==> src/rtl/tcdm_xbar_pkg.sv <==
// Shared types and helpers for the TCDM bank arbiter.
// Contents: word/byte-enable typedefs, per-port request payload struct,
// the out-of-range read pattern and the word-offset helper used for
// bank/word index decoding.
package tcdm_xbar_pkg;

  localparam int unsigned DATA_W = 32;
  localparam int unsigned BE_W   = 4;

  typedef logic [DATA_W-1:0] word_t;
  typedef logic [BE_W-1:0]   be_t;

  // Payload forwarded from the winning requester to its bank.
  typedef struct packed {
    logic  wen;
    be_t   be;
    word_t data;
  } tcdm_req_t;

  localparam word_t OOB_RDATA = 32'hDEADBEEF;

  // Word offset from the TCDM base; low bits select the bank, the rest the word.
  function automatic word_t word_offset(input word_t add, input word_t base);
    return (add - base) >> 2;
  endfunction

endpackage

==> src/rtl/tcdm_rr_arb_node.sv <==
// Per-bank round-robin arbitration node.
// Ports:
//   clk, rst_n    clock, async active-low reset
//   core_prio_i   1: request on the highest port beats round-robin
//   req_i         candidate requests targeting this bank
//   gnt_c         one-hot grant (combinational)
//   win_idx_c     index of the granted port (combinational)
//   win_valid_c   a grant was issued this cycle (combinational)
module tcdm_rr_arb_node #(
  parameter  int unsigned N_IN = 5,
  localparam int unsigned IW   = (N_IN > 1) ? $clog2(N_IN) : 1
) (
  input  logic            clk,
  input  logic            rst_n,
  input  logic            core_prio_i,
  input  logic [N_IN-1:0] req_i,
  output logic [N_IN-1:0] gnt_c,
  output logic [IW-1:0]   win_idx_c,
  output logic            win_valid_c
);

  logic [IW-1:0] rr_q, rr_d;
  logic          rr_grant;
  logic [IW:0]   cand;

  // Winner selection: core priority override, else first request from rr_q upward.
  always_comb begin
    win_valid_c = 1'b0;
    win_idx_c   = '0;
    rr_grant    = 1'b0;
    cand        = '0;
    if (core_prio_i && req_i[N_IN-1]) begin
      win_valid_c = 1'b1;
      win_idx_c   = IW'(N_IN - 1);
    end else begin
      for (int unsigned i = 0; i < N_IN; i++) begin
        // rr_q + i stays below 2*N_IN, so one conditional subtract wraps it.
        cand = (IW+1)'(rr_q) + (IW+1)'(i);
        if (cand >= (IW+1)'(N_IN)) begin
          cand = cand - (IW+1)'(N_IN);
        end
        if (!win_valid_c && req_i[IW'(cand)]) begin
          win_valid_c = 1'b1;
          win_idx_c   = IW'(cand);
          rr_grant    = 1'b1;
        end
      end
    end
    gnt_c = win_valid_c ? (N_IN'(1) << win_idx_c) : '0;
  end

  // Pointer advances past the winner only on round-robin grants.
  always_comb begin
    rr_d = rr_q;
    if (rr_grant) begin
      rr_d = (win_idx_c == IW'(N_IN - 1)) ? '0 : win_idx_c + IW'(1);
    end
  end

  always_ff @(posedge clk or negedge rst_n) begin
    if (!rst_n) begin
      rr_q <= '0;
    end else begin
      rr_q <= rr_d;
    end
  end

endmodule

==> src/rtl/tcdm_bank_arbiter.sv <==
// Word-interleaved multi-bank TCDM arbiter between N_IN requesters
// (accelerator ports 0..N_IN-2, core port N_IN-1).
// Ports:
//   clk, rst_n                  clock, async active-low reset
//   req_i/add_i/wen_i/be_i/data_i  requester side (wen 1 = read)
//   gnt_o                       combinational grant
//   r_valid_o/r_data_o/oob_o    response one cycle after grant
//   bank_*_o, bank_r_data_i     bank SRAM side, 1-cycle read latency
//   clear_i, conflict_cnt_o     saturating count of cycles with a stalled request
module tcdm_bank_arbiter
  import tcdm_xbar_pkg::*;
#(
  parameter  int unsigned N_IN       = 5,
  parameter  int unsigned N_BANKS    = 8,
  parameter  int unsigned BANK_WORDS = 6144,
  parameter  logic [31:0] BASE_ADDR  = 32'h1c010000,
  parameter  bit          CORE_PRIO  = 1'b0,
  localparam int unsigned BW         = $clog2(N_BANKS),
  localparam int unsigned BAW        = $clog2(BANK_WORDS)
) (
  input  logic                          clk,
  input  logic                          rst_n,
  input  logic [N_IN-1:0]               req_i,
  input  logic [N_IN-1:0][31:0]         add_i,
  input  logic [N_IN-1:0]               wen_i,
  input  logic [N_IN-1:0][3:0]          be_i,
  input  logic [N_IN-1:0][31:0]         data_i,
  output logic [N_IN-1:0]               gnt_o,
  output logic [N_IN-1:0]               r_valid_o,
  output logic [N_IN-1:0][31:0]         r_data_o,
  output logic [N_IN-1:0]               oob_o,
  output logic [N_BANKS-1:0]            bank_req_o,
  output logic [N_BANKS-1:0][BAW-1:0]   bank_add_o,
  output logic [N_BANKS-1:0]            bank_wen_o,
  output logic [N_BANKS-1:0][3:0]       bank_be_o,
  output logic [N_BANKS-1:0][31:0]      bank_data_o,
  input  logic [N_BANKS-1:0][31:0]      bank_r_data_i,
  input  logic                          clear_i,
  output logic [31:0]                   conflict_cnt_o
);

  localparam int unsigned IW   = (N_IN > 1) ? $clog2(N_IN) : 1;
  localparam logic [32:0] SPAN = 33'(4 * N_BANKS * BANK_WORDS);

  logic [N_IN-1:0]                in_range;
  logic [N_IN-1:0][BW-1:0]        bank_idx;
  logic [N_IN-1:0][BAW-1:0]       word_idx;
  tcdm_req_t [N_IN-1:0]           port_req;

  logic [N_BANKS-1:0][N_IN-1:0]   cand_req;
  logic [N_BANKS-1:0][N_IN-1:0]   bank_gnt;
  logic [N_BANKS-1:0][IW-1:0]     bank_win;
  logic [N_BANKS-1:0]             bank_act;

  logic [N_IN-1:0]                rvalid_q, rvalid_d;
  logic [N_IN-1:0]                roob_q, roob_d;
  logic [N_IN-1:0]                rread_q, rread_d;
  logic [N_IN-1:0][BW-1:0]        rbank_q, rbank_d;

  logic                           conflict;
  logic [31:0]                    conflict_cnt_q, conflict_cnt_d;

  // Address decode and per-port payload packing.
  always_comb begin
    for (int unsigned p = 0; p < N_IN; p++) begin
      in_range[p] = (add_i[p] >= BASE_ADDR) && ({1'b0, add_i[p] - BASE_ADDR} < SPAN);
      bank_idx[p] = BW'(word_offset(add_i[p], BASE_ADDR));
      word_idx[p] = BAW'(word_offset(add_i[p], BASE_ADDR) >> BW);
      port_req[p] = '{wen: wen_i[p], be: be_i[p], data: data_i[p]};
    end
  end

  // Candidate matrix: in-range requests per target bank.
  always_comb begin
    for (int unsigned b = 0; b < N_BANKS; b++) begin
      for (int unsigned p = 0; p < N_IN; p++) begin
        cand_req[b][p] = req_i[p] && in_range[p] && (bank_idx[p] == BW'(b));
      end
    end
  end

  for (genvar b = 0; b < N_BANKS; b++) begin : g_bank
    tcdm_rr_arb_node #(
      .N_IN (N_IN)
    ) u_node (
      .clk         (clk),
      .rst_n       (rst_n),
      .core_prio_i (CORE_PRIO),
      .req_i       (cand_req[b]),
      .gnt_c       (bank_gnt[b]),
      .win_idx_c   (bank_win[b]),
      .win_valid_c (bank_act[b])
    );
  end

  // Winner's fields drive each bank.
  always_comb begin
    for (int unsigned b = 0; b < N_BANKS; b++) begin
      bank_req_o[b]  = bank_act[b];
      bank_add_o[b]  = word_idx[bank_win[b]];
      bank_wen_o[b]  = port_req[bank_win[b]].wen;
      bank_be_o[b]   = port_req[bank_win[b]].be;
      bank_data_o[b] = port_req[bank_win[b]].data;
    end
  end

  // Out-of-range requests are accepted at once; in-range ones via their bank.
  always_comb begin
    gnt_o = req_i & ~in_range;
    for (int unsigned b = 0; b < N_BANKS; b++) begin
      gnt_o = gnt_o | bank_gnt[b];
    end
    conflict = |(req_i & ~gnt_o);
  end

  // Response tracking captured at grant.
  always_comb begin
    rvalid_d = gnt_o;
    roob_d   = ~in_range;
    rread_d  = wen_i;
    rbank_d  = bank_idx;
  end

  always_ff @(posedge clk or negedge rst_n) begin
    if (!rst_n) begin
      rvalid_q <= '0;
      roob_q   <= '0;
      rread_q  <= '0;
      rbank_q  <= '0;
    end else begin
      rvalid_q <= rvalid_d;
      roob_q   <= roob_d;
      rread_q  <= rread_d;
      rbank_q  <= rbank_d;
    end
  end

  // Read data is steered from the bank the port was granted on last cycle.
  always_comb begin
    for (int unsigned p = 0; p < N_IN; p++) begin
      r_data_o[p] = '0;
      if (rvalid_q[p]) begin
        if (roob_q[p]) begin
          r_data_o[p] = OOB_RDATA;
        end else if (rread_q[p]) begin
          r_data_o[p] = bank_r_data_i[rbank_q[p]];
        end
      end
    end
  end

  assign r_valid_o = rvalid_q;
  assign oob_o     = rvalid_q & roob_q;

  // Saturating conflict counter; clear dominates.
  always_comb begin
    conflict_cnt_d = conflict_cnt_q;
    if (clear_i) begin
      conflict_cnt_d = '0;
    end else if (conflict && (conflict_cnt_q != '1)) begin
      conflict_cnt_d = conflict_cnt_q + 32'd1;
    end
  end

  always_ff @(posedge clk or negedge rst_n) begin
    if (!rst_n) begin
      conflict_cnt_q <= '0;
    end else begin
      conflict_cnt_q <= conflict_cnt_d;
    end
  end

  assign conflict_cnt_o = conflict_cnt_q;

endmodule

==> config.mk <==
export PLATFORM = sky130hd
export DESIGN_NAME = tcdm_bank_arbiter
export DESIGN_NICKNAME = d
export VERILOG_FILES = /design/src/rtl/tcdm_xbar_pkg.sv /design/src/rtl/tcdm_rr_arb_node.sv /design/src/rtl/tcdm_bank_arbiter.sv
export SDC_FILE = /design/constraint.sdc
export NUM_CORES = 2
export LEC_CHECK = 0
export BUFFER_PORTS_ARGS = -buffer_cell sky130_fd_sc_hd__buf_2
export CAP_MARGIN = 0
export CORE_AREA = 8 8 473 475
export DETAILED_ROUTE_END_ITERATION = 10
export DIE_AREA = 0 0 481 483
export PLACE_DENSITY = 0.5
export SYNTH_ARGS = -nofsm -noshare
export SYNTH_HDL_FRONTEND = slang
export SYNTH_SLANG_ARGS = --single-unit
==> constraint.sdc <==
create_clock -name clk -period 6.3 [get_ports clk]
set_input_delay 0.315 -clock clk [delete_from_list [all_inputs] [get_ports clk]]
set_output_delay 0.315 -clock clk [all_outputs]
set_load 0.02 [all_outputs]
==> impl_metrics.xml <==
<?xml version="1.0" encoding="UTF-8"?>
<metrics>
  <group name="place">
    <metric name="post-dp-hpwl" unit="microns">289000</metric>
    <metric name="dp.cells" unit="">10500</metric>
    <metric name="pre_cts_ws" unit="ps">-457</metric>
    <metric name="placement.io_buffers" unit="">1215</metric>
    <metric name="gp_routability_congestion" unit="">1.04</metric>
  </group>
  <group name="outcome">
    <metric name="status" unit="">complete, no violations</metric>
  </group>
  <group name="layout">
    <metric name="areaGrowthSynthToFinish" unit="%">37.0</metric>
    <metric name="fillCellCount" unit="">23800</metric>
    <metric name="drive_gt1_share" unit="%">40.3</metric>
    <metric name="final_cell_count_no_fill" unit="">10600</metric>
    <metric name="fin_nets" unit="">8395</metric>
  </group>
  <group name="clock_tree">
    <metric name="clk-insertion-delay-late" unit="ps">470</metric>
    <metric name="worst_setup_hold_path_clk_slew" unit="ps">70</metric>
    <metric name="tritoncts.num_buffers" unit="">9</metric>
    <metric name="buffer_cell_driving_the_clock_tree_root" unit="">clkbuf_16</metric>
    <metric name="clock_sink_count" unit="">86</metric>
    <metric name="htree_levels" unit="">3</metric>
    <metric name="cts.path.max_buffers" unit="">2</metric>
    <metric name="tritoncts_clock_tree" unit="">done</metric>
  </group>
  <group name="global_routing">
    <metric name="grtUsageTotal" unit="%">28.6</metric>
    <metric name="grt_first_pass_wirelength" unit="microns">480000</metric>
    <metric name="grt_remaining_overflow" unit="">0</metric>
    <metric name="grt_max_degree" unit="">89</metric>
    <metric name="grt_antenna_before_repair" unit="">182</metric>
    <metric name="grt_pass1_vias" unit="">57000</metric>
  </group>
  <group name="worst_setup_path">
    <metric name="rr_endpoint" unit="">conflict_cnt_o[19]</metric>
    <metric name="crit_fanout" unit="">49</metric>
    <metric name="timing.critical_path.required" unit="ps">5980</metric>
    <metric name="worstRegToRegCells" unit="">24</metric>
    <metric name="worst_setup_path_start_kind" unit="">input pin</metric>
    <metric name="worstSetupEndpointType" unit="">primary output</metric>
    <metric name="criticalPathCategory" unit="">input pin to primary output</metric>
    <metric name="worstReg2RegStart" unit="">g_bank[2].u_node.rr_q[0]</metric>
    <metric name="reg2reg_setup_slack" unit="ps">180</metric>
    <metric name="critPathArrivalTime" unit="ps">5920</metric>
  </group>
  <group name="logic_synthesis">
    <metric name="synthDistinctLibCells" unit="">125</metric>
    <metric name="synth.cell_area" unit="sq um">44800</metric>
    <metric name="post_synth_main_area_contributors" unit="">mux4_2 16%, mux2i_1 15%, mux2_2 10%</metric>
    <metric name="yosysWarningCount" unit="">0</metric>
    <metric name="ys_seq_elements" unit="">86</metric>
    <metric name="synthArstFlopShare" unit="%">100</metric>
    <metric name="proportion_of_synthesized_chip_area_in_sequential_cells" unit="%">4.81</metric>
    <metric name="number_of_enable_flip_flop_cells_after_synthesis" unit="">0</metric>
    <metric name="synth_top_cells_by_count" unit="">771 x nand2_1, 742 x o21ai_0, 698 x nor2_1</metric>
    <metric name="synth_top_cell_area_share" unit="%">16.1</metric>
    <metric name="postSynthNetCount" unit="">6782</metric>
    <metric name="synthFlopType" unit="">dfrtp_1</metric>
    <metric name="postSynthAreaPerCell" unit="sq um">7.40</metric>
    <metric name="most_numerous_cell_in_the_yosys_netlist" unit="">nand2_1</metric>
    <metric name="yosys.area.top_type" unit="">mux4_2</metric>
    <metric name="post_synth_inst_count" unit="">6054</metric>
  </group>
  <group name="sta">
    <metric name="slew_headroom" unit="%">14.3</metric>
    <metric name="tightestPinTransition" unit="ps">1270</metric>
    <metric name="finClkSkew" unit="ps">61.8</metric>
    <metric name="finalCriticalPeriod" unit="ps">6230</metric>
    <metric name="report.final.setup_viol" unit="">0</metric>
    <metric name="fin_crit_sh" unit="%">98.9</metric>
    <metric name="endpoints_failing_hold" unit="">0</metric>
    <metric name="fmax" unit="MHz">160</metric>
    <metric name="total_negative_setup_slack" unit="ps">0</metric>
    <metric name="worst_slack" unit="ps">68.4</metric>
    <metric name="slew_viol_final" unit="">0</metric>
    <metric name="grt_setup_unrepaired" unit="">true</metric>
  </group>
  <group name="die">
    <metric name="die_width" unit="microns">481</metric>
    <metric name="core" unit="sq um">216000</metric>
    <metric name="die_height" unit="microns">483</metric>
    <metric name="initial_core_util" unit="%">20.7</metric>
    <metric name="placementRows" unit="">171</metric>
    <metric name="io_pins" unit="">1224</metric>
    <metric name="die_area" unit="sq um">232000</metric>
  </group>
  <group name="run">
    <metric name="maxCapViolCount" unit="">0</metric>
  </group>
  <group name="hold_path">
    <metric name="min_path_cells" unit="">1</metric>
    <metric name="hold_path.startpoint" unit="">add_i[4]</metric>
    <metric name="hp-class" unit="">input pin to register</metric>
    <metric name="hold-path-endpoint" unit="">rbank_q[2]</metric>
  </group>
  <group name="detailed_routing">
    <metric name="wl_met3" unit="microns">31600</metric>
    <metric name="top_signal_layer_used" unit="">met5</metric>
    <metric name="total_detailed_routing_wirelength" unit="microns">353000</metric>
    <metric name="met2WireLength" unit="microns">165000</metric>
    <metric name="drt-initial-drc-count" unit="">6937</metric>
    <metric name="drcViolationCount" unit="">0</metric>
    <metric name="first_pass_iters" unit="">9</metric>
    <metric name="num_vias" unit="">60000</metric>
    <metric name="ant_nets" unit="">0</metric>
    <metric name="avgViaCountPerCell" unit="">5.64</metric>
    <metric name="drt-wirelength-per-cell" unit="microns">33.2</metric>
    <metric name="routedLengthMet1" unit="microns">133000</metric>
  </group>
</metrics>
-- worst max-delay path by stage --
stage                        startpoint                 end  slack, ps  cells past startpoint
2_1_floorplan  g_bank[4].u_node.rr_q[0]  conflict_cnt_o[13]         70                     28
3_3_place_gp                 add_i[133]  conflict_cnt_o[19]       -410                     28
3_5_place_dp                 add_i[133]  conflict_cnt_o[19]       -460                     28
4_1_cts                      add_i[133]  conflict_cnt_o[19]          7                     28
5_1_grt        g_bank[4].u_node.rr_q[0]  conflict_cnt_o[19]        -90                     25
6_report                      add_i[48]      bank_add_o[36]         70                     25
-- cells by family (layout without fill, tap and decap cells) --
| group | count (synthesis) | after routing | share of synthesized area [%] |
|---|---|---|---|
| AO/OA/AOI/OAI | 1482 | 1482 | 20.4 |
| flip-flops | 86 | 86 | 4.81 |
| AND/OR/NAND/NOR | 2224 | 2224 | 23.0 |
| other | 0 | 121 | 0 |
| multiplexers | 1381 | 1381 | 41.0 |
| adder cells (fa/ha/maj) | 119 | 119 | 3.46 |
| XOR/XNOR | 56 | 56 | 1.10 |
| buffers and inverters | 706 | 2324 | 6.24 |
-- metrics by stage --
| stage | cell area (sq um) | hold WS (ps) | utilization (%) |
|---|---|---|---|
| 2_1_floorplan | 44800 | 19.4 | - |
| 3_3_place_gp | 60500 | 306 | 28.0 |
| 3_5_place_dp | 60500 | 312 | 28.0 |
| 4_1_cts | 60900 | 91.5 | 28.2 |
| 5_1_grt | 61300 | 105 | 28.3 |
| 6_report | 61300 | 140 | 28.4 |
-- routing by layer --
| metal | track usage, % | up-vias |
|---|---|---|
| met5 | 0 | - |
| met1 | 33.7 | 29300 |
| met4 | 16.8 | 78 |
| li1 | - | 26000 |
| met2 | 47.4 | 3799 |
| met3 | 6.69 | 836 |
-- registers in the layout (all words and copies together), names as in the netlist --
signal,cells
roob_q,5
r_valid_o,5
conflict_cnt_o,32
g_bank.u_node.rr_q,24
rbank_q,15
rread_q,5
-- cell type report --
class	instances	area, sq um	area share [%]
tap	2854	3570	5.82
clock buffer	9	225	0.367
multi-input combinational	5262	40200	65.6
sequential	86	2190	3.57
clock inverter	7	76.3	0.124
timing repair buffer	2176	14200	23.2
antenna	121	303	0.494
inverter	132	503	0.820
-- worst max-delay path, cell delays in order --
cell	delay [ps]
buf_2	130
inv_1	100
buf_12	130
ha_1	170
or3b_1	420
nor4_2	290
o21a_1	190
o211ai_1	240
buf_4	230
buf_4	180
nor3_1	480
buf_4	200
a32o_1	170
a22o_1	190
o2111ai_1	180
buf_4	190
o221ai_4	250
buf_4	760
nor2_1	80
nor2_1	130
o21ai_0	90
buf_4	150
o21ai_0	200
buf_4	190
buf_2	170
-- cells in the final DEF, fill, tap and decap left out, types with 20 or more instances in the layout --
master | Yosys | routed
o21ai_0 | 742 | 731
nand4_1 | 55 | 55
buf_2 | 51 | 1213
nand2b_1 | 71 | 71
ha_1 | 111 | 110
dfrtp_1 | 86 | 68
mux2i_1 | 658 | 655
nor3b_1 | 21 | 20
a31oi_1 | 41 | 41
o22ai_1 | 31 | 30
buf_4 | 15 | 886
nor2_1 | 698 | 695
nor4_1 | 60 | 55
nor3_1 | 102 | 100
mux2_2 | 396 | 396
a211oi_1 | 32 | 32
o31ai_1 | 46 | 46
o2111ai_1 | 27 | 27
mux4_2 | 321 | 321
or2_2 | 28 | 28
nand2_1 | 771 | 769
buf_12 | 0 | 75
nand3_1 | 168 | 168
diode_2 | 0 | 121
or3_1 | 29 | 29
xnor2_1 | 51 | 50
and2_1 | 32 | 32
and3_1 | 31 | 31
nor2b_1 | 41 | 41
a21oi_1 | 228 | 220
o211ai_1 | 28 | 28
a21o_1 | 29 | 28
inv_1 | 120 | 119
-- repair_timing --
item                                    CTS  global route
endpoints found under the hold margin    17             0
hold buffers                              1             0
cloned                                    0             0
buffers inserted                          0             3
pin swaps                                 0             3
endpoints found under the setup margin   21           106
gates resized for setup                   6            31
Power is not shown: default switching activity piles up to over one toggle a cycle in this logic, so the estimate is an artifact.
